**src/rtl/stepper_driver_pro_pkg.sv**
```systemverilog
// stepper_pkg: shared types, phase table and stride helper for stepper_driver_pro
package stepper_pkg;
    typedef enum logic [1:0] {MODE_FULL = 2'd0, MODE_HALF = 2'd1, MODE_WAVE = 2'd2} mode_e;
    typedef enum logic {IDLE = 1'b0, RUN = 1'b1} state_e;
    // Packed so that PHASE_TBL[i] is entry i; leftmost literal is index 7.
    localparam logic [7:0][3:0] PHASE_TBL = {4'b1000, 4'b1010, 4'b0010, 4'b0110,
                                             4'b0100, 4'b0101, 4'b0001, 4'b1001};
    function automatic logic [2:0] stride(mode_e m);
        return (m == MODE_HALF) ? 3'd1 : 3'd2;
    endfunction
    function automatic mode_e to_mode(logic [1:0] m);
        return (m == 2'd3) ? MODE_FULL : mode_e'(m);
    endfunction
endpackage

```
**src/rtl/stepper_driver_pro_if.sv**
```systemverilog
// stepper_driver_pro_if: command handshake and status bundle between motion registers and driver
interface stepper_driver_pro_if #(parameter int CNT_W = 32, parameter int DIV_W = 16);
    logic             cmd_valid;
    logic             cmd_ready;
    logic [CNT_W-1:0] cmd_steps;
    logic             cmd_dir;
    logic [1:0]       cmd_mode;
    logic [DIV_W-1:0] cmd_period;
    logic             abort;
    logic [3:0]       hb_state;
    logic             busy;
    logic             done;
    logic             aborted;
    logic [CNT_W-1:0] steps_left;
    logic [CNT_W-1:0] position;
    modport master (output cmd_valid, cmd_steps, cmd_dir, cmd_mode, cmd_period, abort,
                    input cmd_ready, hb_state, busy, done, aborted, steps_left, position);
    modport slave (input cmd_valid, cmd_steps, cmd_dir, cmd_mode, cmd_period, abort,
                   output cmd_ready, hb_state, busy, done, aborted, steps_left, position);
endinterface

```
**src/rtl/stepper_driver_pro_step_rate_div.sv**
```systemverilog
// step_rate_div: loadable down-counter that ticks while enabled and at zero
module step_rate_div #(parameter int DIV_W = 16) (
    input  logic             clk,
    input  logic             PRESERN,
    input  logic             load_i,
    input  logic [DIV_W-1:0] load_val_i,
    input  logic             en_i,
    output logic             tick_o
);
    logic [DIV_W-1:0] cnt_q, cnt_d;
    always_comb begin
        cnt_d = load_i ? load_val_i : (en_i && cnt_q != '0) ? cnt_q - DIV_W'(1) : cnt_q;
    end
    always_ff @(posedge clk) begin
        if (!PRESERN) cnt_q <= '0;
        else cnt_q <= cnt_d;
    end
    assign tick_o = en_i && (cnt_q == '0);
endmodule

```
**src/rtl/stepper_driver_pro.sv**
```systemverilog
// stepper_driver_pro: full/half/wave bipolar stepper sequencer with handshake, abort and position.
// Define HOLD_TORQUE_EN to keep the last phase energised in IDLE instead of coasting.
module stepper_driver_pro
    import stepper_pkg::*;
#(
    parameter int CNT_W = 32,
    parameter int DIV_W = 16
) (
    input logic             clk,
    input logic             PRESERN,
    stepper_driver_pro_if.slave bus
);
    state_e           state_q, state_d;
    mode_e            mode_q, mode_d, cmd_m, sel_m;
    logic [2:0]       idx_q, idx_d, aligned, base, nxt_idx;
    logic [3:0]       hb_q, hb_d, hb_idle;
    logic             done_q, done_d, aborted_q, aborted_d, dir_q, dir_d, sel_dir;
    logic [CNT_W-1:0] left_q, left_d, pos_q, pos_d, nxt_pos, delta;
    logic [DIV_W-1:0] period_q, period_d;
    logic             run, accept, load, tick;
    assign run     = (state_q == RUN);
    assign accept  = !run && bus.cmd_valid && PRESERN;
    assign cmd_m   = to_mode(bus.cmd_mode);
    assign aligned = (cmd_m == MODE_FULL) ? {idx_q[2:1], 1'b0} :
                     (cmd_m == MODE_WAVE) ? {idx_q[2:1], 1'b1} : idx_q;
    // One stepping datapath serves both the accept cycle and subsequent RUN steps.
    assign sel_m   = run ? mode_q : cmd_m;
    assign sel_dir = run ? dir_q : bus.cmd_dir;
    assign base    = run ? idx_q : aligned;
    assign delta   = CNT_W'(stride(sel_m));
    assign nxt_idx = sel_dir ? base + stride(sel_m) : base - stride(sel_m);
    assign nxt_pos = sel_dir ? pos_q + delta : pos_q - delta;
`ifdef HOLD_TORQUE_EN
    assign hb_idle = hb_q;
`else
    assign hb_idle = 4'b0000;
`endif
    step_rate_div #(.DIV_W(DIV_W)) u_div (
        .clk        (clk),
        .PRESERN    (PRESERN),
        .load_i     (load),
        .load_val_i (run ? period_q : bus.cmd_period),
        .en_i       (run),
        .tick_o     (tick)
    );
    always_comb begin
        state_d   = state_q;
        mode_d    = mode_q;
        idx_d     = idx_q;
        hb_d      = hb_q;
        done_d    = 1'b0;
        aborted_d = aborted_q;
        dir_d     = dir_q;
        left_d    = left_q;
        pos_d     = pos_q;
        period_d  = period_q;
        load      = 1'b0;
        if (!run) begin
            if (accept) begin
                dir_d     = bus.cmd_dir;
                mode_d    = cmd_m;
                period_d  = bus.cmd_period;
                aborted_d = 1'b0;
                left_d    = bus.cmd_steps;
                if (bus.cmd_steps == '0) begin
                    idx_d  = aligned;
                    done_d = 1'b1;
                end else begin
                    state_d = RUN;
                    idx_d   = nxt_idx;
                    hb_d    = PHASE_TBL[nxt_idx];
                    left_d  = bus.cmd_steps - CNT_W'(1);
                    pos_d   = nxt_pos;
                    load    = 1'b1;
                end
            end
        end else if (bus.abort) begin
            state_d   = IDLE;
            done_d    = 1'b1;
            aborted_d = 1'b1;
            hb_d      = hb_idle;
        end else if (tick) begin
            if (left_q != '0) begin
                idx_d  = nxt_idx;
                hb_d   = PHASE_TBL[nxt_idx];
                left_d = left_q - CNT_W'(1);
                pos_d  = nxt_pos;
                load   = 1'b1;
            end else begin
                state_d = IDLE;
                done_d  = 1'b1;
                hb_d    = hb_idle;
            end
        end
    end
    always_ff @(posedge clk) begin
        if (!PRESERN) begin
            state_q   <= IDLE;
            mode_q    <= MODE_FULL;
            idx_q     <= '0;
            hb_q      <= '0;
            done_q    <= 1'b0;
            aborted_q <= 1'b0;
            dir_q     <= 1'b0;
            left_q    <= '0;
            pos_q     <= '0;
            period_q  <= '0;
        end else begin
            state_q   <= state_d;
            mode_q    <= mode_d;
            idx_q     <= idx_d;
            hb_q      <= hb_d;
            done_q    <= done_d;
            aborted_q <= aborted_d;
            dir_q     <= dir_d;
            left_q    <= left_d;
            pos_q     <= pos_d;
            period_q  <= period_d;
        end
    end
    assign bus.cmd_ready  = !run && PRESERN;
    assign bus.busy       = run;
    assign bus.hb_state   = hb_q;
    assign bus.done       = done_q;
    assign bus.aborted    = aborted_q;
    assign bus.steps_left = left_q;
    assign bus.position   = pos_q;
endmodule

```
**src/flat_wrapper.sv**
```systemverilog
// flat-port wrapper written by rule: the top's interface ports become plain ports
module stepper_driver_pro_flat import stepper_pkg::*;
#(
    parameter int CNT_W = 32,
    parameter int DIV_W = 16
)
  (clk, PRESERN, bus_cmd_valid, bus_cmd_steps, bus_cmd_dir, bus_cmd_mode, bus_cmd_period, bus_abort, bus_cmd_ready, bus_hb_state, bus_busy, bus_done, bus_aborted, bus_steps_left, bus_position);
  stepper_driver_pro_if #(.CNT_W(CNT_W), .DIV_W(DIV_W)) bus_i ();
  input logic clk;
  input logic PRESERN;
  input wire logic [$bits(bus_i.cmd_valid)-1:0] bus_cmd_valid;
  input wire logic [$bits(bus_i.cmd_steps)-1:0] bus_cmd_steps;
  input wire logic [$bits(bus_i.cmd_dir)-1:0] bus_cmd_dir;
  input wire logic [$bits(bus_i.cmd_mode)-1:0] bus_cmd_mode;
  input wire logic [$bits(bus_i.cmd_period)-1:0] bus_cmd_period;
  input wire logic [$bits(bus_i.abort)-1:0] bus_abort;
  output wire logic [$bits(bus_i.cmd_ready)-1:0] bus_cmd_ready;
  output wire logic [$bits(bus_i.hb_state)-1:0] bus_hb_state;
  output wire logic [$bits(bus_i.busy)-1:0] bus_busy;
  output wire logic [$bits(bus_i.done)-1:0] bus_done;
  output wire logic [$bits(bus_i.aborted)-1:0] bus_aborted;
  output wire logic [$bits(bus_i.steps_left)-1:0] bus_steps_left;
  output wire logic [$bits(bus_i.position)-1:0] bus_position;
  assign bus_i.cmd_valid = bus_cmd_valid;
  assign bus_i.cmd_steps = bus_cmd_steps;
  assign bus_i.cmd_dir = bus_cmd_dir;
  assign bus_i.cmd_mode = bus_cmd_mode;
  assign bus_i.cmd_period = bus_cmd_period;
  assign bus_i.abort = bus_abort;
  assign bus_cmd_ready = bus_i.cmd_ready;
  assign bus_hb_state = bus_i.hb_state;
  assign bus_busy = bus_i.busy;
  assign bus_done = bus_i.done;
  assign bus_aborted = bus_i.aborted;
  assign bus_steps_left = bus_i.steps_left;
  assign bus_position = bus_i.position;
  stepper_driver_pro #(.CNT_W(CNT_W), .DIV_W(DIV_W)) u_core (.clk(clk), .PRESERN(PRESERN), .bus(bus_i));
endmodule
```
**config.mk**
```make
export PLATFORM = sky130hd
export DESIGN_NAME = stepper_driver_pro_flat
export DESIGN_NICKNAME = d
export VERILOG_FILES = /design/src/rtl/stepper_driver_pro_pkg.sv /design/src/rtl/stepper_driver_pro_if.sv /design/src/rtl/stepper_driver_pro_step_rate_div.sv /design/src/rtl/stepper_driver_pro.sv /design/src/flat_wrapper.sv
export SDC_FILE = /design/constraint.sdc
export NUM_CORES = 1
export LEC_CHECK = 0
export BUFFER_PORTS_ARGS = -buffer_cell sky130_fd_sc_hd__buf_4
export CORE_MARGIN = 5
export CORE_UTILIZATION = 35
export CTS_CLUSTER_SIZE = 40
export DETAILED_ROUTE_END_ITERATION = 10
export SYNTH_ARGS = -nofsm -noshare
export SYNTH_HDL_FRONTEND = slang
export SYNTH_HIERARCHICAL = 1
export SYNTH_SLANG_ARGS = --single-unit
```
**constraint.sdc**
```tcl
create_clock -name clk -period 5.35 [get_ports clk]
set_input_delay 0.2675 -clock clk [delete_from_list [all_inputs] [get_ports clk]]
set_output_delay 0.2675 -clock clk [all_outputs]
set_load 0.05 [all_outputs]
```
==> results.cfg, run 1 <==
[timing]
worstMarginPinSlew_ps = 756
slew_violations = 0
setup_tns_ps = 0
fin_crit_ps = 4150
skew_ps = 12.8
rsz0062_at_grt = no
period_share_pct = 77.6
fmax_mhz = 241
setup-violations-final = 0
slew_headroom_pct = 49.6
hold_violations = 0

[power_and_ir_drop]
power.density_nw_per_um2 = 282
finalPower_mw = 2.55
vdd_drop_max_v = 0.000116
p_leak_nw = 3.67

[placed_design]
hpwlAfterDp_um = 16600
place.gp.congestion = 0.865
io_buffers = 126

[hold_path]
hold_path.class = input pin to flip-flop

[synth]
yosys_warnings = 6
netlist_top_cells_count = nand2_1, dfxtp_1, a21oi_1
synthCells = 1010
synth_edf_count = 0
syn_avg_cell_area_um2 = 7.60
yosysTopAreaCellShare_pct = 28.4
ys_ff_latch = 109
netlist_area_um2 = 7680
synth-seq-area-share_pct = 28.4
synth_most_common_cell = nand2_1
syn-num-nets = 1103
synth.area.top_cells = dfxtp_1, a21oi_1, nand2_1
synth.distinct_cells = 82
synth_top_flop_cell = dfxtp_1
async_flop_share_pct = 0
synth_top_cell_by_area = dfxtp_1

[critical_path]
critPathBufInv = 0
crit_slowest_cell = dfxtp_2
worstPathRequired_ps = 5650
cp_top_family = compound AO/OA/AOI/OAI gates
slowest_delay_ps = 820
cp-end-kind = flip-flop
critical_path_class = flip-flop to flip-flop
crit_path_max_fanout = 39
startpoint_type = flip-flop
crit_chain = mux2i_4 -> ha_1 -> a21o_1 -> a221oi_2 -> o21bai_1 -> or4_1 -> nand2_1 -> o21ai_2 -> a41o_1 -> mux2_2 -> nand3_1
arrival_ps = 4450

[clock_tree]
post_cts_buffers = 0
holdBufCountCts = 0
cts_buffers = 9
clkLatencyLatePin_ps = 360
root_buffer = clkbuf_16
htree_levels = 3
postCtsResizedCells = 0
cts.sinks = 109
clk_pin_slew_worst_paths_ps = 80
clk_path_buf_depth = 2
cts_tree = yes

[route]
drt-wirelength-per-cell_um = 16.4
viasPerCell = 5.59
drt_iter0_markers = 429
routed_wl_um = 22700
ant_nets = 0
num_vias = 7735
drt_first_pass_iters = 5
drc = 0

[global_route]
grt_overflow = 0
antenna_found_initial = 0
grt_usage_pct = 18.1
grt_max_degree = 74
grt_pass1_wl_um = 37300
grt_pass1_vias = 7393

[floorplan]
die_area_um2 = 25000
core_area_um2 = 21700
ioPinCount = 127
die_x_um = 158
start_util_pct = 35.4
fp.dieH_um = 158
rows = 54

[finish]
n_antenna_cell = 0
fillers = 2255
drive_gt1_share_pct = 18.6
seq_area_um2 = 2180
multi_input_area_um2 = 5120
syn_to_final_growth_pct = 18.0
final_nets = 1192

[job]
drv_cap = 0

[run_status]
outcome = finished clean
## through the flow
step / hold WS [ps] / worst slack [ps] / utilization, % / cells / instance area, um^2
2_1_floorplan: 366 / 499 / - / 1010 / 7680
6_report: 97.6 / 1200 / 41.8 / 1384 / 9060
5_1_grt: 87.6 / 932 / 41.8 / 1384 / 9060
4_1_cts: 84.9 / 1270 / 41.8 / 1384 / 9060
3_3_place_gp: 437 / 1350 / 40.5 / 1368 / 8780
3_5_place_dp: 445 / 1280 / 40.5 / 1368 / 8780
## power breakdown
group / switching (mW) / leakage [nW] / internal [mW] / total, mW
clock: 0.335 / 0.131 / 0.323 / 0.658
sequential: 0.0739 / 0.894 / 0.878 / 0.952
combinational: 0.595 / 2.64 / 0.350 / 0.945
total: 1.00 / 3.67 / 1.55 / 2.55
## routing by layer
metal	global-route usage [%]	wire [um]	vias up
met3	3.31	1230	15
met5	0	0	-
li1	-	-	3885
met1	23.7	10300	3660
met2	30.6	10800	175
met4	4.59	312	0
## flip-flops by register name (all words and copies together) (netlist names), 2 cells and up
register and flops:
u_core/bus.hb_state 4, u_core/bus.position 32, u_core/bus.steps_left 32, u_core/idx_q 3
u_core/mode_q 2, u_core/period_q 16, u_core/u_div/cnt_q 16
## area by class of cell
type	count	share of cell area, %
sequential	109	24.1
tap	280	3.87
multi-input combinational	815	56.5
timing repair buffer	135	11.2
inverter	29	1.20
clock buffer	9	2.49
clock inverter	7	0.649
## logic make-up after synthesis
kind of cell	count (synthesis)	share of synthesized area (%)
AO/OA/AOI/OAI	303	24.2
flip-flops	109	28.4
multiplexers	22	3.15
AND/OR/NAND/NOR	401	26.9
XOR/XNOR	51	5.82
buffers and inverters	86	5.13
adder cells (fa/ha/maj)	38	6.39
## placed cells by master, fill, tap and decap left out, types with 6 or more instances in the layout
master | Yosys | final
buf_4 | 1 | 135
nand2_1 | 122 | 122
dfxtp_1 | 109 | 108
a21oi_1 | 93 | 93
o21ai_0 | 85 | 85
nor2_1 | 82 | 82
nand3_1 | 43 | 43
ha_1 | 36 | 36
nor3_1 | 35 | 35
xnor2_1 | 34 | 34
inv_1 | 26 | 25
a31oi_1 | 24 | 24
mux2_2 | 17 | 17
xor2_1 | 17 | 17
or3_1 | 16 | 16
or4_1 | 16 | 16
nor4_1 | 15 | 15
a21o_1 | 14 | 14
nand4_1 | 11 | 11
clkbuf_16 | 0 | 9
nand2b_1 | 9 | 9
o22ai_1 | 9 | 9
o31ai_1 | 9 | 9
a211oi_1 | 7 | 7
and3_1 | 6 | 6
a22oi_1 | 6 | 6
## worst paths after layout
path	startpoint	end	slack [ps]	depth (start not counted)
setup / recovery	u_core/bus.busy	u_core/bus.position[30]	1200	11
hold / removal	bus_cmd_period[11]	u_core/period_q[11]	100	3
setup reg to reg	u_core/bus.busy	u_core/bus.position[30]	1200	11
hold reg to reg	u_core/period_q[4]	u_core/period_q[4]	450	2
## worst reg2reg max path, cell delays in order (launching register included)
cell      delay, ps
dfxtp_2         820
mux2i_4         610
ha_1            390
a21o_1          240
a221oi_2        420
o21bai_1        250
or4_1           570
nand2_1         110
o21ai_2         110
a41o_1          260
mux2_2          270
nand3_1          60
Power figures use the tool's default switching activity.
==> run 2: changes to the inputs <==
--- a/config.mk
+++ b/config.mk
@@ -5,6 +5,7 @@
 export SDC_FILE = /design/constraint.sdc
 export NUM_CORES = 1
 export LEC_CHECK = 0
+export ABC_AREA = 1
 export BUFFER_PORTS_ARGS = -buffer_cell sky130_fd_sc_hd__buf_4
 export CORE_MARGIN = 5
 export CORE_UTILIZATION = 35
==> constraint.sdc (replaced) <==
create_clock -name clk -period 4.1 [get_ports clk]
set_input_delay 0.205 -clock clk [delete_from_list [all_inputs] [get_ports clk]]
set_output_delay 0.205 -clock clk [all_outputs]
set_load 0.05 [all_outputs]
==> run 2 against run 1 <==
  * Clock-buffer cell count grew 1
  * Final cell count grew 42%
  * Via count grew 27%
  * Setup slack lost 690 ps
  * Non-clock buffer count shrank 1
==> results.cfg, run 2 <==
[timing]
rsz0062_at_grt = no
whs_ps = 76.4
fmax_mhz = 278
fin_crit_ps = 3600
hold_violations = 0
worstMarginPinSlew_ps = 1270
setup_tns_ps = 0
skew_ps = 10.3
setup-violations-final = 0
period_share_pct = 87.7
slew_violations = 0
slew_headroom_pct = 15.3

[floorplan]
ioPinCount = 127
start_util_pct = 35.4
fp.dieH_um = 172
rows = 59
core_area_um2 = 26000
die_area_um2 = 29600
die_x_um = 172

[placed_design]
hpwlAfterDp_um = 22400
io_buffers = 126
place.gp.congestion = 0.947

[global_route]
met3_usage_pct = 2.74
grt_overflow = 0
busiest_layer = met2
grtUsageMet1_pct = 27.6
grtUsageMet2_pct = 31.5
grt_max_degree = 74
grt_usage_pct = 19.5
antenna_found_initial = 0
grt_pass1_vias = 9088
grt_pass1_wl_um = 46700

[power_and_ir_drop]
p_leak_nw = 5.20
finalPower_mw = 3.59
power.density_nw_per_um2 = 336
vdd_drop_max_v = 0.000211

[critical_path]
crit_slowest_cell = nor4_1
critical_path_class = flip-flop to flip-flop
startpoint_type = flip-flop
r2r_cells = 15
critPathLaunch = u_core/u_div/cnt_q[0]
crit_path_max_fanout = 34
slowest_delay_ps = 450
worstPathRequired_ps = 4350
cp_top_family = simple AND/OR/NAND/NOR gates
r2r_end = u_core/u_div/cnt_q[8]
arrival_ps = 3850
cp-end-kind = flip-flop
crit_chain = inv_1 -> ha_1 -> nand2_2 -> nor2_1 -> nand4_1 -> nor4_1 -> nand3_1 -> nand2_2 -> nand2_4 -> nor2_8 -> inv_1 -> nand3_2 -> nor2_1 -> nor2_1 -> nor2_1
r2r_slack_ps = 500
r2r-start = u_core/u_div/cnt_q[0]
cp_common_cell = nor2_1
critPathBufInv = 2

[hold_path]
min_path_cells = 2
hold_path.class = input pin to flip-flop
hold_path.startpoint = bus_cmd_valid
hold_end = u_core/mode_q[0]

[clock_tree]
htree_levels = 3
postCtsResizedCells = 0
cts_buffers = 9
clk_pin_slew_worst_paths_ps = 80
cts_tree = yes
cts.sinks = 109
clkLatencyLatePin_ps = 370
post_cts_buffers = 0
clk_path_buf_depth = 2
holdBufCountCts = 0
root_buffer = clkbuf_16

[finish]
syn_to_final_growth_pct = 16.2
n_antenna_cell = 0
mostFrequentLayoutCell = nand2_1
final_cell_mix = nand2_1, nor2_1, inv_1, buf_4, a21oi_1
final_nets = 1721
drive_gt1_share_pct = 13.0

[synth]
synth.distinct_cells = 51
synth_top_family_by_area = simple AND/OR/NAND/NOR gates
synth_compound_area_share_pct = 15.2
ys_ff_latch = 109
synth-seq-area-share_pct = 23.7
syn-num-nets = 1619
yosys_warnings = 6
netlist_top_cells_count = nand2_1, nor2_1, inv_1
synth.area.top_cells = dfxtp_1, nand2_1, nor2_1
synth_top_flop_cell = dfxtp_1
synthMuxAreaShare_pct = 0
synth_adder_area_share_pct = 5.33
synthSimpleGateAreaFrac_pct = 39.7
yosysTopAreaCellShare_pct = 23.7
synth_most_common_cell = nand2_1
synth_top_cell_by_area = dfxtp_1
synthCells = 1526
syn_avg_cell_area_um2 = 6.03
synth_edf_count = 0
netlist_area_um2 = 9200
async_flop_share_pct = 0
synth_xor_area_share_pct = 6.46

[route]
drt-wirelength-per-cell_um = 14.8
num_vias = 9808
routed_wl_um = 29100
viasPerCell = 4.98
drt_iter0_markers = 598
drc = 0
drt_first_pass_iters = 5
ant_nets = 0

[run_status]
outcome = finished clean

[job]
drv_cap = 0
## run 2: per-stage QoR
step	utilization [%]	std cells	instance area, um^2	worst slack [ps]
4_1_cts	41.1	1968	10700	535
6_report	41.1	1968	10700	503
3_5_place_dp	40.0	1952	10400	553
3_3_place_gp	40.0	1952	10400	609
5_1_grt	41.1	1968	10700	176
2_1_floorplan	-	1526	9200	866
## run 2: layout make-up
| cell class | instances | area (um^2) |
|---|---|---|
| Clock buffer | 10 | 229 |
| Clock inverter | 6 | 56.3 |
| Fill cell | 2875 | 15300 |
| Inverter | 171 | 649 |
| Multi-Input combinational cell | 1203 | 6140 |
| Sequential cell | 109 | 2180 |
| Tap cell | 335 | 419 |
| Timing Repair Buffer | 134 | 1010 |
## run 2: power by group
part / total [mW] / internal (mW) / switching (mW)
clock: 0.893 / 0.427 / 0.466
sequential: 1.24 / 1.14 / 0.0942
combinational: 1.46 / 0.492 / 0.969
total: 3.59 / 2.06 / 1.53
## run 2: logic make-up (layout without fill, tap and decap cells)
family	count (synthesis)	count (layout)
AOI/OAI and AO/OA	256	256
xor gates and xnor gates	67	67
adders and majority gates	38	38
buffers and inverters	214	321
DFF	109	109
and+or+nand+nor	842	842
## run 2: layer usage
layer  vias to the layer above  routed length (um)
met2                       259               12900
met4                         0                 512
li1                       5093                   -
met3                        27                1680
met1                      4429               14000
met5                         -                   0
## run 2: worst max-delay path by stage
stage / to / slack, ps / depth (start not counted)
after global routing: u_core/u_div/cnt_q[8] / 180 / 15
after global placement: u_core/u_div/cnt_q[8] / 610 / 15
after CTS: u_core/u_div/cnt_q[8] / 540 / 15
after detailed placement: u_core/u_div/cnt_q[8] / 550 / 15
after floorplan: u_core/bus.position[31] / 870 / 14
final: u_core/u_div/cnt_q[8] / 500 / 15
==> run 3: changes to the inputs <==
--- a/config.mk
+++ b/config.mk
@@ -5,10 +5,10 @@
 export SDC_FILE = /design/constraint.sdc
 export NUM_CORES = 1
 export LEC_CHECK = 0
-export ABC_AREA = 1
+export ABC_AREA = 0
 export BUFFER_PORTS_ARGS = -buffer_cell sky130_fd_sc_hd__buf_4
 export CORE_MARGIN = 5
-export CORE_UTILIZATION = 35
+export CORE_UTILIZATION = 40
 export CTS_CLUSTER_SIZE = 40
 export DETAILED_ROUTE_END_ITERATION = 10
 export SYNTH_ARGS = -nofsm -noshare
==> constraint.sdc (replaced) <==
create_clock -name clk -period 2.96 [get_ports clk]
set_input_delay 0.148 -clock clk [delete_from_list [all_inputs] [get_ports clk]]
set_output_delay 0.148 -clock clk [all_outputs]
set_load 0.05 [all_outputs]
==> run 3 against run 2 <==
  * Routed wire length fell by 15%
  * Total power rose by 42%
  * Largest power group unchanged
  * Global-route usage rose by 2.1 points
  * Non-clock buffer count rose by 140
  * The run now ends with setup timing left
  * Register-to-register slack got worse by 630 ps
  * Setup slack got worse by 630 ps
==> results.cfg, run 3 (synthesis results as in run 1) <==
[floorplan]
fp.dieH_um = 149
core_area_um2 = 18800
rows = 50
start_util_pct = 40.8
die_x_um = 149
die_area_um2 = 22100
ioPinCount = 127

[critical_path]
critPathBufInv = 1
crit_chain = mux2i_4 -> buf_8 -> ha_4 -> a21o_1 -> a221oi_4 -> o21bai_2 -> or4_4 -> nand2_4 -> o21ai_4 -> a41o_1 -> mux2_2 -> nand3_2
arrival_ps = 3400
critical_path_class = flip-flop to flip-flop
cp_top_family = compound AO/OA/AOI/OAI gates
crit_path_max_fanout = 6
cp-end-kind = flip-flop
startpoint_type = flip-flop
crit_slowest_cell = or4_4
slowest_delay_ps = 560
worstPathRequired_ps = 3270

[timing]
period_share_pct = 104
setup-violations-final = 7
skew_ps = 8.79
fmax_mhz = 323
slew_violations = 0
worstMarginPinSlew_ps = 743
hold_violations = 0
slew_headroom_pct = 50.0
rsz0062_at_grt = yes
fin_crit_ps = 3090
worst_slack_ps = -131

[power_and_ir_drop]
finalPower_mw = 5.11
seqPwrFrac_pct = 33.5
p_leak_nw = 4.50
p_clk_share_pct = 24.4
power.density_nw_per_um2 = 476
p_comb_share_pct = 42.1
p_sw_mw = 1.97
vdd_drop_max_v = 0.000299
switching_share_pct = 38.5
p_int_mw = 3.14

[finish]
seq_area_um2 = 2200
final_util_pct = 57.0
final_cell_mix = buf_4, nand2_1, dfxtp_1, a21oi_1, nor2_1
fillers = 1787
stdcell_area_um2 = 10700
syn_to_final_growth_pct = 39.8
final_nets = 1331
drive_gt1_share_pct = 31.1
fin_cells = 1504
mostFrequentLayoutCell = buf_4
multi_input_area_um2 = 5470

[global_route]
grt_pass1_wl_um = 39500
grt_max_degree = 58
grt_overflow = 0
grt_pass1_vias = 7838
antenna_found_initial = 0
grt_usage_pct = 21.6

[placed_design]
dp.cells = 1439
post_dp_cell_area_um2 = 9580
hpwlAfterDp_um = 17700
place.gp.congestion = 0.906
io_buffers = 126

[run_status]
violations = setup timing
outcome = finished, violations left

[clock_tree]
clkLatencyLatePin_ps = 360
root_buffer = clkbuf_16
cts_buffers = 9
clk_pin_slew_worst_paths_ps = 80
htree_levels = 3
cts_tree = yes
cts.sinks = 109
clk_path_buf_depth = 2

[route]
drc = 0
drt-wirelength-per-cell_um = 16.4
ant_nets = 0
routed_wl_um = 24600
viasPerCell = 5.56
drt_first_pass_iters = 5
num_vias = 8367
drt_iter0_markers = 477

[hold_path]
hold_path.class = input pin to flip-flop

[job]
drv_cap = 0
-- run 3: layout make-up --
type,instances,area share [%]
diodes,1,0.0233
repair buffers,274,21.6
well taps,260,3.03
clock inverters,6,0.408
clock buffers,10,2.33
multi-input cells,815,50.9
inverters,29,1.18
flip-flops and latches,109,20.5
-- run 3: worst paths after layout --
check	startpoint	end	slack, ps	depth (start not counted)
min	bus_cmd_dir	u_core/dir_q	40	3
max reg2reg	u_core/bus.busy	u_core/bus.position[30]	-130	12
max	u_core/bus.busy	u_core/bus.position[30]	-130	12
min reg2reg	u_core/period_q[8]	u_core/period_q[8]	460	2
-- run 3: per-stage QoR --
stage               setup WS, ps  hold slack (ps)  TNS [ps]
floorplan                   -593              247     -6200
detailed placement          -347              348     -1960
global route                -231             65.0     -3470
global placement            -281              341     -1530
finish                      -131             42.4      -325
CTS                         -118             32.5      -318
-- run 3: per-layer routing --
layer | share of wire, % | track usage [%]
met5 | 0 | 0
met4 | 2.3 | 8.13
met3 | 5.6 | 3.23
met2 | 47 | 34.7
met1 | 45 | 29.3
-- run 3: worst reg2reg max path, delay by kind of cell (launching register included) --
| family | cells | cell delay, ps |
|---|---|---|
| DFF | 1 | 390 |
| muxes | 2 | 580 |
| and+or+nand+nor | 3 | 710 |
| AOI/OAI and AO/OA | 5 | 970 |
| adders and majority gates | 1 | 220 |
| buffers and inverters | 1 | 190 |
-- run 3: repair_timing --
item	CTS	global route
hold endpoints to repair	16	0
resized for setup	20	75
buffers inserted	3	25
hold buffers	16	0
pin swaps	8	28
gates cloned	0	4
setup endpoints to repair	17	49
-- run 3: power by group through the flow --
stage | Sequential [mW] | Clock [mW] | Combinational [mW]
floorplan | 1.97 | 0 | 1.07
global placement | 1.74 | 0 | 1.93
detailed placement | 1.74 | 0 | 1.94
CTS | 1.71 | 1.27 | 2.01
global route | 1.73 | 1.33 | 2.34
finish | 1.71 | 1.24 | 2.15
